[config.mk]
export PLATFORM = sky130hd
export DESIGN_NAME = tap_loader_flat
export DESIGN_NICKNAME = d
export VERILOG_FILES = /design/src/rtl/tap_pkg.sv /design/src/rtl/tap_loader_if.sv /design/src/rtl/tap_byte_reader.sv /design/src/rtl/tap_loader.sv /design/src/flat_wrapper.sv
export SDC_FILE = /design/constraint.sdc
export NUM_CORES = 1
export LEC_CHECK = 0
export BUFFER_PORTS_ARGS = -buffer_cell sky130_fd_sc_hd__buf_2
export CORE_ASPECT_RATIO = 0.7
export CORE_UTILIZATION = 55
export CTS_CLUSTER_DIAMETER = 120
export DETAILED_ROUTE_END_ITERATION = 16
export PLACE_DENSITY = 0.81
export SYNTH_ARGS = -nofsm -noshare
export SYNTH_HDL_FRONTEND = slang
export SYNTH_SLANG_ARGS = --single-unit
[constraint.sdc]
create_clock -name clk -period 3.1 [get_ports clk]
set_clock_uncertainty 0.15 [all_clocks]
set_input_delay 0 -clock clk [delete_from_list [all_inputs] [get_ports clk]]
set_output_delay 0 -clock clk [all_outputs]
set_load 0.03 [all_outputs]
[src/rtl/tap_pkg.sv]
// Shared types and constants for the cached TAP loader.
package tap_pkg;

  typedef enum logic [2:0] {
    ST_IDLE,
    ST_SYNC,
    ST_HDR,
    ST_NAME,
    ST_COPY,
    ST_SKIP,
    ST_FIN
  } tap_state_e;

  localparam logic [1:0] ERR_NONE  = 2'd0;
  localparam logic [1:0] ERR_EOF   = 2'd1;
  localparam logic [1:0] ERR_RANGE = 2'd2;
  localparam logic [1:0] ERR_NAME  = 2'd3;

  localparam logic [7:0] SYNC_BYTE = 8'h16;
  localparam logic [7:0] HDR_MARK  = 8'h24;

  localparam int unsigned HDR_LEN = 9;
  localparam int unsigned HDR_IW  = 4;

  // Fields captured from the 9-byte Oric tape header.
  typedef struct packed {
    logic [7:0]  ftype;
    logic [7:0]  autorun;
    logic [15:0] end_a;
    logic [15:0] start_a;
  } tap_hdr_t;

endpackage

[src/rtl/tap_loader_if.sv]
// Cache read port and RAM write port seen by the loader.
interface tap_loader_if #(
  parameter int unsigned CACHE_AW = 16,
  parameter int unsigned MEM_AW   = 16
) ();

  logic [CACHE_AW-1:0] cache_addr;
  logic [7:0]          cache_dout;
  logic [MEM_AW-1:0]   mem_addr;
  logic [7:0]          mem_dout;
  logic                mem_wr;

  modport master (
    output cache_addr,
    input  cache_dout,
    output mem_addr,
    output mem_dout,
    output mem_wr
  );

  modport slave (
    input  cache_addr,
    output cache_dout,
    input  mem_addr,
    input  mem_dout,
    input  mem_wr
  );

endinterface

[src/rtl/tap_byte_reader.sv]
// Sequential byte fetcher over the tape cache BRAM with end-of-image detection.
module tap_byte_reader #(
  parameter int unsigned CACHE_AW = 16
) (
  input  logic                clk,
  input  logic                reset,
  input  logic                restart,
  input  logic                run,
  input  logic [CACHE_AW:0]   size_in,
  output logic [CACHE_AW-1:0] cache_addr,
  input  logic [7:0]          cache_dout,
  output logic                byte_valid_c,
  output logic                byte_eof_c,
  output logic [7:0]          byte_data_c
);

  localparam int unsigned AW1 = CACHE_AW + 1;

  logic [CACHE_AW:0] rd_addr;
  logic [CACHE_AW:0] size_q;
  logic              pend;
  logic              pend_eof;

  // Address counter and one-cycle valid pipeline matching the BRAM latency.
  always_ff @(posedge clk) begin
    if (reset) begin
      rd_addr  <= '0;
      size_q   <= '0;
      pend     <= 1'b0;
      pend_eof <= 1'b0;
    end else if (restart) begin
      rd_addr  <= '0;
      size_q   <= size_in;
      pend     <= 1'b0;
      pend_eof <= 1'b0;
    end else if (run) begin
      pend     <= 1'b1;
      pend_eof <= (rd_addr >= size_q);
      // Park at tape_size so the counter cannot wrap back into valid data.
      if (rd_addr < size_q) begin
        rd_addr <= rd_addr + AW1'(1);
      end
    end else begin
      pend     <= 1'b0;
      pend_eof <= 1'b0;
    end
  end

  assign cache_addr   = rd_addr[CACHE_AW-1:0];
  assign byte_valid_c = pend & ~pend_eof;
  assign byte_eof_c   = pend & pend_eof;
  assign byte_data_c  = cache_dout;

endmodule

[src/rtl/tap_loader.sv]
// Multi-file cached TAP loader: parses Oric headers and copies the selected body into RAM.
module tap_loader
  import tap_pkg::*;
#(
  parameter int unsigned CACHE_AW = 16,
  parameter int unsigned MEM_AW   = 16,
  parameter int unsigned SYNC_MIN = 3,
  parameter int unsigned NAME_MAX = 16
) (
  input  logic                clk,
  input  logic                reset,
  input  logic                start,
  input  logic [CACHE_AW:0]   tape_size,
  input  logic [7:0]          file_sel,
  tap_loader_if.master        bus,
  output logic                busy,
  output logic                done,
  output logic                error,
  output logic [1:0]          err_code,
  output logic [MEM_AW-1:0]   loadpoint,
  output logic [MEM_AW-1:0]   end_addr,
  output logic [7:0]          file_type,
  output logic                tape_autorun
);

  localparam int unsigned LEN_W   = MEM_AW + 1;
  localparam int unsigned SC_W    = $clog2(SYNC_MIN + 2);
  localparam int unsigned NAME_CW = $clog2(NAME_MAX + 2);

  tap_state_e          state, state_d;
  logic [SC_W-1:0]     sync_cnt, sync_cnt_d;
  logic [HDR_IW-1:0]   hdr_idx, hdr_idx_d;
  logic [NAME_CW-1:0]  name_cnt, name_cnt_d;
  tap_hdr_t            hdr, hdr_d;
  logic [LEN_W-1:0]    len_cnt, len_d;
  logic [MEM_AW-1:0]   wr_addr, wr_addr_d;
  logic [7:0]          file_cnt, file_cnt_d;
  logic [7:0]          sel_q, sel_d;

  logic                mem_wr_q, mem_wr_d;
  logic [MEM_AW-1:0]   mem_addr_q, mem_addr_d;
  logic [7:0]          mem_dout_q, mem_dout_d;
  logic                busy_d, done_d, error_d, tape_autorun_d;
  logic [1:0]          err_code_d;
  logic [MEM_AW-1:0]   loadpoint_d, end_addr_d;
  logic [7:0]          file_type_d;

  logic                restart_c;
  logic                run_c;
  logic                byte_valid_c;
  logic                byte_eof_c;
  logic [7:0]          byte_data_c;
  logic [MEM_AW-1:0]   start_m_c;
  logic [MEM_AW-1:0]   end_m_c;

  // Byte stream from the tape cache.
  tap_byte_reader #(
    .CACHE_AW (CACHE_AW)
  ) u_reader (
    .clk          (clk),
    .reset        (reset),
    .restart      (restart_c),
    .run          (run_c),
    .size_in      (tape_size),
    .cache_addr   (bus.cache_addr),
    .cache_dout   (bus.cache_dout),
    .byte_valid_c (byte_valid_c),
    .byte_eof_c   (byte_eof_c),
    .byte_data_c  (byte_data_c)
  );

  assign run_c     = (state == ST_SYNC) || (state == ST_HDR) || (state == ST_NAME) ||
                     (state == ST_COPY) || (state == ST_SKIP);
  assign start_m_c = MEM_AW'(hdr.start_a);
  assign end_m_c   = MEM_AW'(hdr.end_a);

  // Parser next-state, counters and registered output values.
  always_comb begin
    state_d        = state;
    sync_cnt_d     = sync_cnt;
    hdr_idx_d      = hdr_idx;
    name_cnt_d     = name_cnt;
    hdr_d          = hdr;
    len_d          = len_cnt;
    wr_addr_d      = wr_addr;
    file_cnt_d     = file_cnt;
    sel_d          = sel_q;
    mem_wr_d       = 1'b0;
    mem_addr_d     = mem_addr_q;
    mem_dout_d     = mem_dout_q;
    done_d         = 1'b0;
    error_d        = 1'b0;
    tape_autorun_d = 1'b0;
    err_code_d     = err_code;
    loadpoint_d    = loadpoint;
    end_addr_d     = end_addr;
    file_type_d    = file_type;
    restart_c      = 1'b0;

    case (state)
      ST_IDLE: begin
        // A start landing on the done/error pulse is dropped.
        if (start && !done && !error) begin
          state_d    = ST_SYNC;
          sel_d      = file_sel;
          file_cnt_d = '0;
          sync_cnt_d = '0;
          err_code_d = ERR_NONE;
          restart_c  = 1'b1;
        end
      end

      ST_FIN: begin
        done_d         = 1'b1;
        tape_autorun_d = (hdr.autorun != 8'h00);
        loadpoint_d    = start_m_c;
        end_addr_d     = end_m_c;
        file_type_d    = hdr.ftype;
        state_d        = ST_IDLE;
      end

      default: begin
        if (byte_eof_c) begin
          error_d    = 1'b1;
          err_code_d = ERR_EOF;
          state_d    = ST_IDLE;
        end else if (byte_valid_c) begin
          case (state)
            ST_SYNC: begin
              if ((byte_data_c == HDR_MARK) && (sync_cnt == SC_W'(SYNC_MIN))) begin
                state_d   = ST_HDR;
                hdr_idx_d = '0;
              end else if (byte_data_c == SYNC_BYTE) begin
                if (sync_cnt != SC_W'(SYNC_MIN)) begin
                  sync_cnt_d = sync_cnt + SC_W'(1);
                end
              end else begin
                sync_cnt_d = '0;
              end
            end

            ST_HDR: begin
              case (hdr_idx)
                HDR_IW'(2): hdr_d.ftype          = byte_data_c;
                HDR_IW'(3): hdr_d.autorun        = byte_data_c;
                HDR_IW'(4): hdr_d.end_a[15:8]    = byte_data_c;
                HDR_IW'(5): hdr_d.end_a[7:0]     = byte_data_c;
                HDR_IW'(6): hdr_d.start_a[15:8]  = byte_data_c;
                HDR_IW'(7): hdr_d.start_a[7:0]   = byte_data_c;
                default: ;
              endcase
              hdr_idx_d = hdr_idx + HDR_IW'(1);
              if (hdr_idx == HDR_IW'(HDR_LEN - 1)) begin
                state_d    = ST_NAME;
                name_cnt_d = '0;
              end
            end

            ST_NAME: begin
              if (byte_data_c == 8'h00) begin
                if (hdr.start_a > hdr.end_a) begin
                  error_d    = 1'b1;
                  err_code_d = ERR_RANGE;
                  state_d    = ST_IDLE;
                end else begin
                  len_d     = LEN_W'(end_m_c) - LEN_W'(start_m_c) + LEN_W'(1);
                  wr_addr_d = start_m_c;
                  state_d   = (file_cnt == sel_q) ? ST_COPY : ST_SKIP;
                end
              end else if (name_cnt == NAME_CW'(NAME_MAX)) begin
                error_d    = 1'b1;
                err_code_d = ERR_NAME;
                state_d    = ST_IDLE;
              end else begin
                name_cnt_d = name_cnt + NAME_CW'(1);
              end
            end

            ST_COPY: begin
              mem_wr_d   = 1'b1;
              mem_addr_d = wr_addr;
              mem_dout_d = byte_data_c;
              wr_addr_d  = wr_addr + MEM_AW'(1);
              len_d      = len_cnt - LEN_W'(1);
              if (len_cnt == LEN_W'(1)) begin
                state_d = ST_FIN;
              end
            end

            ST_SKIP: begin
              len_d = len_cnt - LEN_W'(1);
              if (len_cnt == LEN_W'(1)) begin
                file_cnt_d = file_cnt + 8'd1;
                sync_cnt_d = '0;
                state_d    = ST_SYNC;
              end
            end

            default: ;
          endcase
        end
      end
    endcase

    busy_d = (state_d != ST_IDLE);
  end

  // State and output registers.
  always_ff @(posedge clk) begin
    if (reset) begin
      state        <= ST_IDLE;
      sync_cnt     <= '0;
      hdr_idx      <= '0;
      name_cnt     <= '0;
      hdr          <= '0;
      len_cnt      <= '0;
      wr_addr      <= '0;
      file_cnt     <= '0;
      sel_q        <= '0;
      mem_wr_q     <= 1'b0;
      mem_addr_q   <= '0;
      mem_dout_q   <= '0;
      busy         <= 1'b0;
      done         <= 1'b0;
      error        <= 1'b0;
      err_code     <= ERR_NONE;
      loadpoint    <= '0;
      end_addr     <= '0;
      file_type    <= '0;
      tape_autorun <= 1'b0;
    end else begin
      state        <= state_d;
      sync_cnt     <= sync_cnt_d;
      hdr_idx      <= hdr_idx_d;
      name_cnt     <= name_cnt_d;
      hdr          <= hdr_d;
      len_cnt      <= len_d;
      wr_addr      <= wr_addr_d;
      file_cnt     <= file_cnt_d;
      sel_q        <= sel_d;
      mem_wr_q     <= mem_wr_d;
      mem_addr_q   <= mem_addr_d;
      mem_dout_q   <= mem_dout_d;
      busy         <= busy_d;
      done         <= done_d;
      error        <= error_d;
      err_code     <= err_code_d;
      loadpoint    <= loadpoint_d;
      end_addr     <= end_addr_d;
      file_type    <= file_type_d;
      tape_autorun <= tape_autorun_d;
    end
  end

  assign bus.mem_wr   = mem_wr_q;
  assign bus.mem_addr = mem_addr_q;
  assign bus.mem_dout = mem_dout_q;

endmodule

[src/flat_wrapper.sv]
// flat-port wrapper written by rule: the top's interface ports become plain ports
module tap_loader_flat import tap_pkg::*;
#(
  parameter int unsigned CACHE_AW = 16,
  parameter int unsigned MEM_AW   = 16,
  parameter int unsigned SYNC_MIN = 3,
  parameter int unsigned NAME_MAX = 16
)
  (clk, reset, start, tape_size, file_sel, busy, done, error, err_code, loadpoint, end_addr, file_type, tape_autorun, bus_cache_addr, bus_cache_dout, bus_mem_addr, bus_mem_dout, bus_mem_wr);
  tap_loader_if #(.CACHE_AW(CACHE_AW), .MEM_AW(MEM_AW)) bus_i ();
  input  logic clk;
  input  logic reset;
  input  logic start;
  input  logic [CACHE_AW:0] tape_size;
  input  logic [7:0] file_sel;
  output logic busy;
  output logic done;
  output logic error;
  output logic [1:0] err_code;
  output logic [MEM_AW-1:0] loadpoint;
  output logic [MEM_AW-1:0] end_addr;
  output logic [7:0] file_type;
  output logic tape_autorun;
  output wire logic [$bits(bus_i.cache_addr)-1:0] bus_cache_addr;
  input wire logic [$bits(bus_i.cache_dout)-1:0] bus_cache_dout;
  output wire logic [$bits(bus_i.mem_addr)-1:0] bus_mem_addr;
  output wire logic [$bits(bus_i.mem_dout)-1:0] bus_mem_dout;
  output wire logic [$bits(bus_i.mem_wr)-1:0] bus_mem_wr;
  assign bus_cache_addr = bus_i.cache_addr;
  assign bus_i.cache_dout = bus_cache_dout;
  assign bus_mem_addr = bus_i.mem_addr;
  assign bus_mem_dout = bus_i.mem_dout;
  assign bus_mem_wr = bus_i.mem_wr;
  tap_loader #(.CACHE_AW(CACHE_AW), .MEM_AW(MEM_AW), .SYNC_MIN(SYNC_MIN), .NAME_MAX(NAME_MAX)) u_core (.clk(clk), .reset(reset), .start(start), .tape_size(tape_size), .file_sel(file_sel), .bus(bus_i), .busy(busy), .done(done), .error(error), .err_code(err_code), .loadpoint(loadpoint), .end_addr(end_addr), .file_type(file_type), .tape_autorun(tape_autorun));
endmodule
# Yosys cells after proc, flatten, opt, wreduce, memory -nomap -nowiden
# Index checks and enable logic that the tools add are counted.
# word_totals
reg_bits,219
input_bits,36
out_inout_bits,87
wordCells,187
# op_classes
n_addsub,9
magnitude_cmp,3
n_eq_ne,32
mux,59
n_bitwise,8
n_reduce_logical,47
# op_table
op,count
2-to-1 mux 3 bit,17
2-to-1 mux 8 bit,5
AND reduction 5 bit,7
"adder 17 x 1 -> 17 bit, second input constant",2
2-to-1 mux 17 bit,2
case mux 17 bit (2 select lines),1
2-to-1 mux 16 bit,2
case mux 16 bit (2 select lines),1
AND reduction 6 bit,4
case mux 3 bit (2 select lines),3
"equality test 17 x 1 -> 1 bit, second input constant",1
greater-or-equal comparator 17 bit,1
less-than comparator 17 bit,1
subtractor 16 x 16 -> 17 bit,1
"subtractor 17 x 1 -> 17 bit, second input constant",1
"adder 16 x 1 -> 16 bit, second input constant",1
"equality test 4 x 3 -> 1 bit, second input constant",4
greater-than comparator 16 bit,1
case mux 8 bit (2 select lines),1
2-to-1 mux 5 bit,3
case mux 3 bit (5 select lines),1
2-to-1 mux 2 bit,7
"!= test 2 bit, second input constant",7
nonzero test 2 bit,7
40 further kinds,77

# Logic depth before layout (Yosys ltp)
# logic_depth
ltp_word,9
depth_mapped,14
mapped_depth_nobuf,14

# Hierarchy
# A second synthesis with hierarchy kept.
# hier_totals
hier_cells,1351
area_unflattened_um2,11330.9
# modules_own_cells
mod,n_inst,cells_per_inst,area_each_um2
tap_loader,1,1100,9196.3
tap_byte_reader,1,251,2134.5

# Worst setup path before layout
# Ideal clock, no wire load.
# synth_timing
kind,register to register
from,"register u_core.hdr, in the netlist u_core.end_m_c[1]"
to,register u_core.len_cnt[15]
setup_ps,70
t_arrival_ps,2459
path_slack_ps,422
stages_incl_launch_ff,15
cell_sequence,dfxtp_1 -> inv_1 -> ha_1 -> inv_1 -> ha_1 -> inv_1 -> fa_1 -> nor2b_1 -> a21oi_1 -> o21ai_0 -> a41oi_1 -> a21oi_1 -> a31oi_1 -> xor2_1 -> a21oi_1
# synth_via
elab_chain_cells,5
# synth_rtl
item,line_no,text
"start, declared",tap_loader.sv:34,"tap_hdr_t hdr, hdr_d;"
"start signal, assigned",tap_loader.sv:236,hdr <= hdr_d;
subtractor 16 x 16 -> 17 bit,tap_loader.sv:166,len_d = LEN_W'(end_m_c) - LEN_W'(start_m_c) + LEN_W'(1);
adder 17 x 1 -> 17 bit,tap_loader.sv:166,
2-to-1 mux 17 bit,tap_loader.sv:161,if (hdr.start_a > hdr.end_a) begin
2-to-1 mux 17 bit,tap_loader.sv:160,if (byte_data_c == 8'h00) begin
case mux 17 bit (2 select lines),tap_loader.sv:128,case (state)
"end signal, assigned",tap_loader.sv:237,len_cnt <= len_d;
"end, declared",tap_loader.sv:35,"logic [LEN_W-1:0] len_cnt, len_d;"
# Parallel ways exist; a longest one is shown, timed or not. The select of a mux whose other input is x is not followed.
# A chain may end at the register's enable or synchronous reset.

# Final worst setup path
# layout_timing
from,register u_core.u_reader.size_q[2]
to,register u_core.u_reader.rd_addr[15]
# layout_via
elab_chain_cells,2
# layout_rtl
item,line_no,text
"start, declared",tap_byte_reader.sv:20,logic [CACHE_AW:0] size_q;
"start signal, assigned",tap_byte_reader.sv:33,size_q <= size_in;
less-than comparator 17 bit,tap_byte_reader.sv:40,if (rd_addr < size_q) begin
AND reduction 2 bit (no source line),-,
"end signal, assigned",tap_byte_reader.sv:41,rd_addr <= rd_addr + AW1'(1);
"end, declared",tap_byte_reader.sv:19,logic [CACHE_AW:0] rd_addr;
# Every way passes these cells.

==> impl_metrics.json <==
{
  "cts-buffers-inserted": 22,
  "seqCellArea_mm2": 0.00439,
  "fillers": 1588,
  "synth_seq_cells": 219,
  "reg2reg_to": "u_core.u_reader.rd_addr[15]$_SDFFE_PP0P_",
  "syn_to_final_growth_pct": 20.7,
  "critical_path.top_delay_family": "compound AO/OA/AOI/OAI gates",
  "status": "complete, no violations",
  "cts_num_sinks": 219,
  "min-delay-start": "bus_cache_dout[0]",
  "cts_setup_buffers": 0,
  "finalSetupTns_ps": 0,
  "instances_no_fill": 1869,
  "critPathBufInv": 1,
  "holdPathStages": 4,
  "setup_viol": 0,
  "crit_path_max_fanout": 5,
  "path_class": "register to register",
  "syn_area_per_cell_um2": 7.80,
  "rr_worst_depth": 10,
  "routed_wl_um": 32400,
  "dp.cells": 1770,
  "avgViaCountPerCell": 5.85,
  "cp_slowest_cell": "or4_1",
  "slew_violations": 0,
  "drive_gt1_share_pct": 14.4,
  "critPathArrivalTime_ps": 3280,
  "synth_top_area_cell": "dfxtp_1",
  "antenna_found_initial": 0,
  "synth_top_area_share_pct": 39.4,
  "num_rows": 43,
  "crit_required_ps": 3400,
  "grt_pass1_vias": 9897,
  "cts_max_level": 1,
  "finalHoldViolCount": 0,
  "max_stage_delay_ps": 550,
  "design_area_mm2": 0.0134,
  "die_width_um": 172,
  "routabilityCongestion": 0.932,
  "slew_headroom_pct": 38.2,
  "yosysSeqAreaShare_pct": 39.4,
  "die_y_um": 121,
  "whs_ps": 218,
  "grt_overflow": 0,
  "grt_pass1_wl_um": 51000,
  "max_cap_viol_count": 0,
  "utilization_pct": 67.8,
  "core_mm2": 0.0198,
  "synth.area.top_cells": "dfxtp_1 (39%), nand2_1 (9.3%), a21oi_1 (8.8%)",
  "placed_area_mm2": 0.0120,
  "ant_nets": 0,
  "multi_input_comb_area_mm2": 0.00610,
  "min_period_over_period_pct": 96.0,
  "routedWlPerCell_um": 17.3,
  "drc": 0,
  "r2r_start": "u_core.u_reader.size_q[2]$_SDFFE_PP0P_",
  "setup_ws_ps": 124,
  "dp_hpwl_um": 21900,
  "num_io_pins": 123,
  "nets": 1697,
  "startpoint_type": "register",
  "drt_iter0_drc": 1235,
  "syn-cell-area_mm2": 0.0111,
  "path_cells": "inv_1, ha_1, a21o_1, a21o_1, a211oi_1, o211ai_1, a21oi_1, nand4_1, or4_1, a21oi_1",
  "tightest_slew_ps": 924,
  "portBuffers": 122,
  "ys_types": 58,
  "cp-end-kind": "register",
  "reg2reg_slack_ps": 120,
  "p_leak_nw": 5.46,
  "synthCells": 1425,
  "ir_drop_uv": 369,
  "synthesis.nets": 1538,
  "power_mw": 6.00,
  "yosys_warnings": 0,
  "cts_tree": "built",
  "clockBufferDepth": 3,
  "async_reset_ff_share_pct": 0,
  "hold_path_end": "u_core.bus.mem_dout[0]$_SDFFE_PP0P_",
  "grt_max_degree": 104,
  "diodes": 0,
  "fmax_ghz": 0.336,
  "clock-root-buffer": "clkbuf_16",
  "fin_crit_ps": 2980,
  "yosys_most_used_dff": "dfxtp_1",
  "first_pass_iters": 5,
  "cellPowerDensity_mw_per_mm2": 447,
  "dpl_worst_slack_ps": 98.7,
  "path_clk_slew_ps": 70,
  "hold_path_class": "input port to register",
  "start_util_pct": 56.2,
  "vias": 10900,
  "mostFrequentLayoutCells": "nand2_1 (277), dfxtp_1 (218), a21oi_1 (191)",
  "insertion_delay_ps": 520,
  "grt.total_usage_pct": 30.7,
  "synth_edf_count": 0,
  "mostFrequentLayoutCell": "nand2_1",
  "die-area_mm2": 0.0208
}
-- layout make-up --
type	instances	share of cell area, %
Clock inverter	11	0.951
Multi-Input combinational cell	1044	45.5
Sequential cell	219	32.7
Timing Repair Buffer	229	12.0
Clock buffer	28	4.49
Tap cell	270	2.52
Inverter	68	1.90
-- cells in the mapped netlist (3+ instances only) --
library cell,n
o21ai_0,51
o21bai_1,3
ha_1,76
or3_1,7
a31oi_1,6
inv_1,68
a21oi_1,195
or4_1,8
dfxtp_1,219
buf_4,16
o32ai_1,4
nor2_1,104
xor2_1,22
nand2b_1,21
nand2_1,277
and2_1,5
and3_1,16
o21a_1,3
o22ai_1,9
a21o_1,14
o211ai_1,6
xnor2_1,18
nor3_2,3
nor4_1,11
nand3_1,47
nand4_1,27
mux2i_1,29
nor2b_1,9
buf_2,11
o31ai_1,5
nor3_1,24
clkbuf_1,67
a211oi_1,8
-- logic make-up after synthesis --
logic type / synth area share [%]
AND/OR/NAND/NOR: 23.2
AO/OA/AOI/OAI: 16.7
flip-flops: 39.4
buffers and inverters: 6.13
adder cells (fa/ha/maj): 8.73
XOR/XNOR: 3.15
multiplexers: 2.61
-- worst max-delay path by stage --
stage | startpoint | end | depth (start not counted)
finish | u_core.u_reader.size_q[2]$_SDFFE_PP0P_ | u_core.u_reader.rd_addr[15]$_SDFFE_PP0P_ | 10
global route | u_core.end_m_c[1]$_SDFFE_PP0P_ | u_core.len_cnt[11]$_SDFFE_PP0P_ | 14
CTS | u_core.end_m_c[1]$_SDFFE_PP0P_ | u_core.len_cnt[15]$_SDFFE_PP0P_ | 14
detailed placement | u_core.end_m_c[1]$_SDFFE_PP0P_ | u_core.len_cnt[15]$_SDFFE_PP0P_ | 14
global placement | u_core.end_m_c[3]$_SDFFE_PP0P_ | u_core.len_cnt[15]$_SDFFE_PP0P_ | 11
floorplan | u_core.end_m_c[1]$_SDFFE_PP0P_ | u_core.len_cnt[15]$_SDFFE_PP0P_ | 14
-- worst register-to-register path: stages, from the launching register on --
cell and delay (ps):
dfxtp_1 340, inv_1 50, ha_1 310, a21o_1 190, a21o_1 190, a211oi_1 330
o211ai_1 150, a21oi_1 210, nand4_1 300, or4_1 550, a21oi_1 160
-- state kept, by name, indices dropped and copies added (netlist names), 16 cells and up --
name and count:
u_core.bus.mem_addr 16, u_core.end_addr 16, u_core.end_m_c 16, u_core.hdr 16
u_core.len_cnt 17, u_core.loadpoint 16, u_core.start_m_c 16, u_core.u_reader.rd_addr 17
u_core.u_reader.size_q 17, u_core.wr_addr 16
-- power breakdown --
group | internal [mW] | leakage (nW) | switching [mW]
combinational | 0.170 | 3.32 | 0.253
sequential | 2.85 | 1.77 | 0.0281
clock | 1.55 | 0.363 | 1.15
-- layer usage --
layer | share of wire (%) | GRT usage (%)
met5 | 0 | 0
met3 | 9.8 | 5.94
met1 | 46 | 46.2
met2 | 43 | 44.7
met4 | 2.1 | 7.13
-- what timing repair did --
item / in CTS / in global routing
hold buffers: 60 / 0
endpoints found under the setup margin: 0 / 37
resized for setup: 0 / 16
endpoints found under the hold margin: 142 / 0
(Power assumes the default switching activity.)
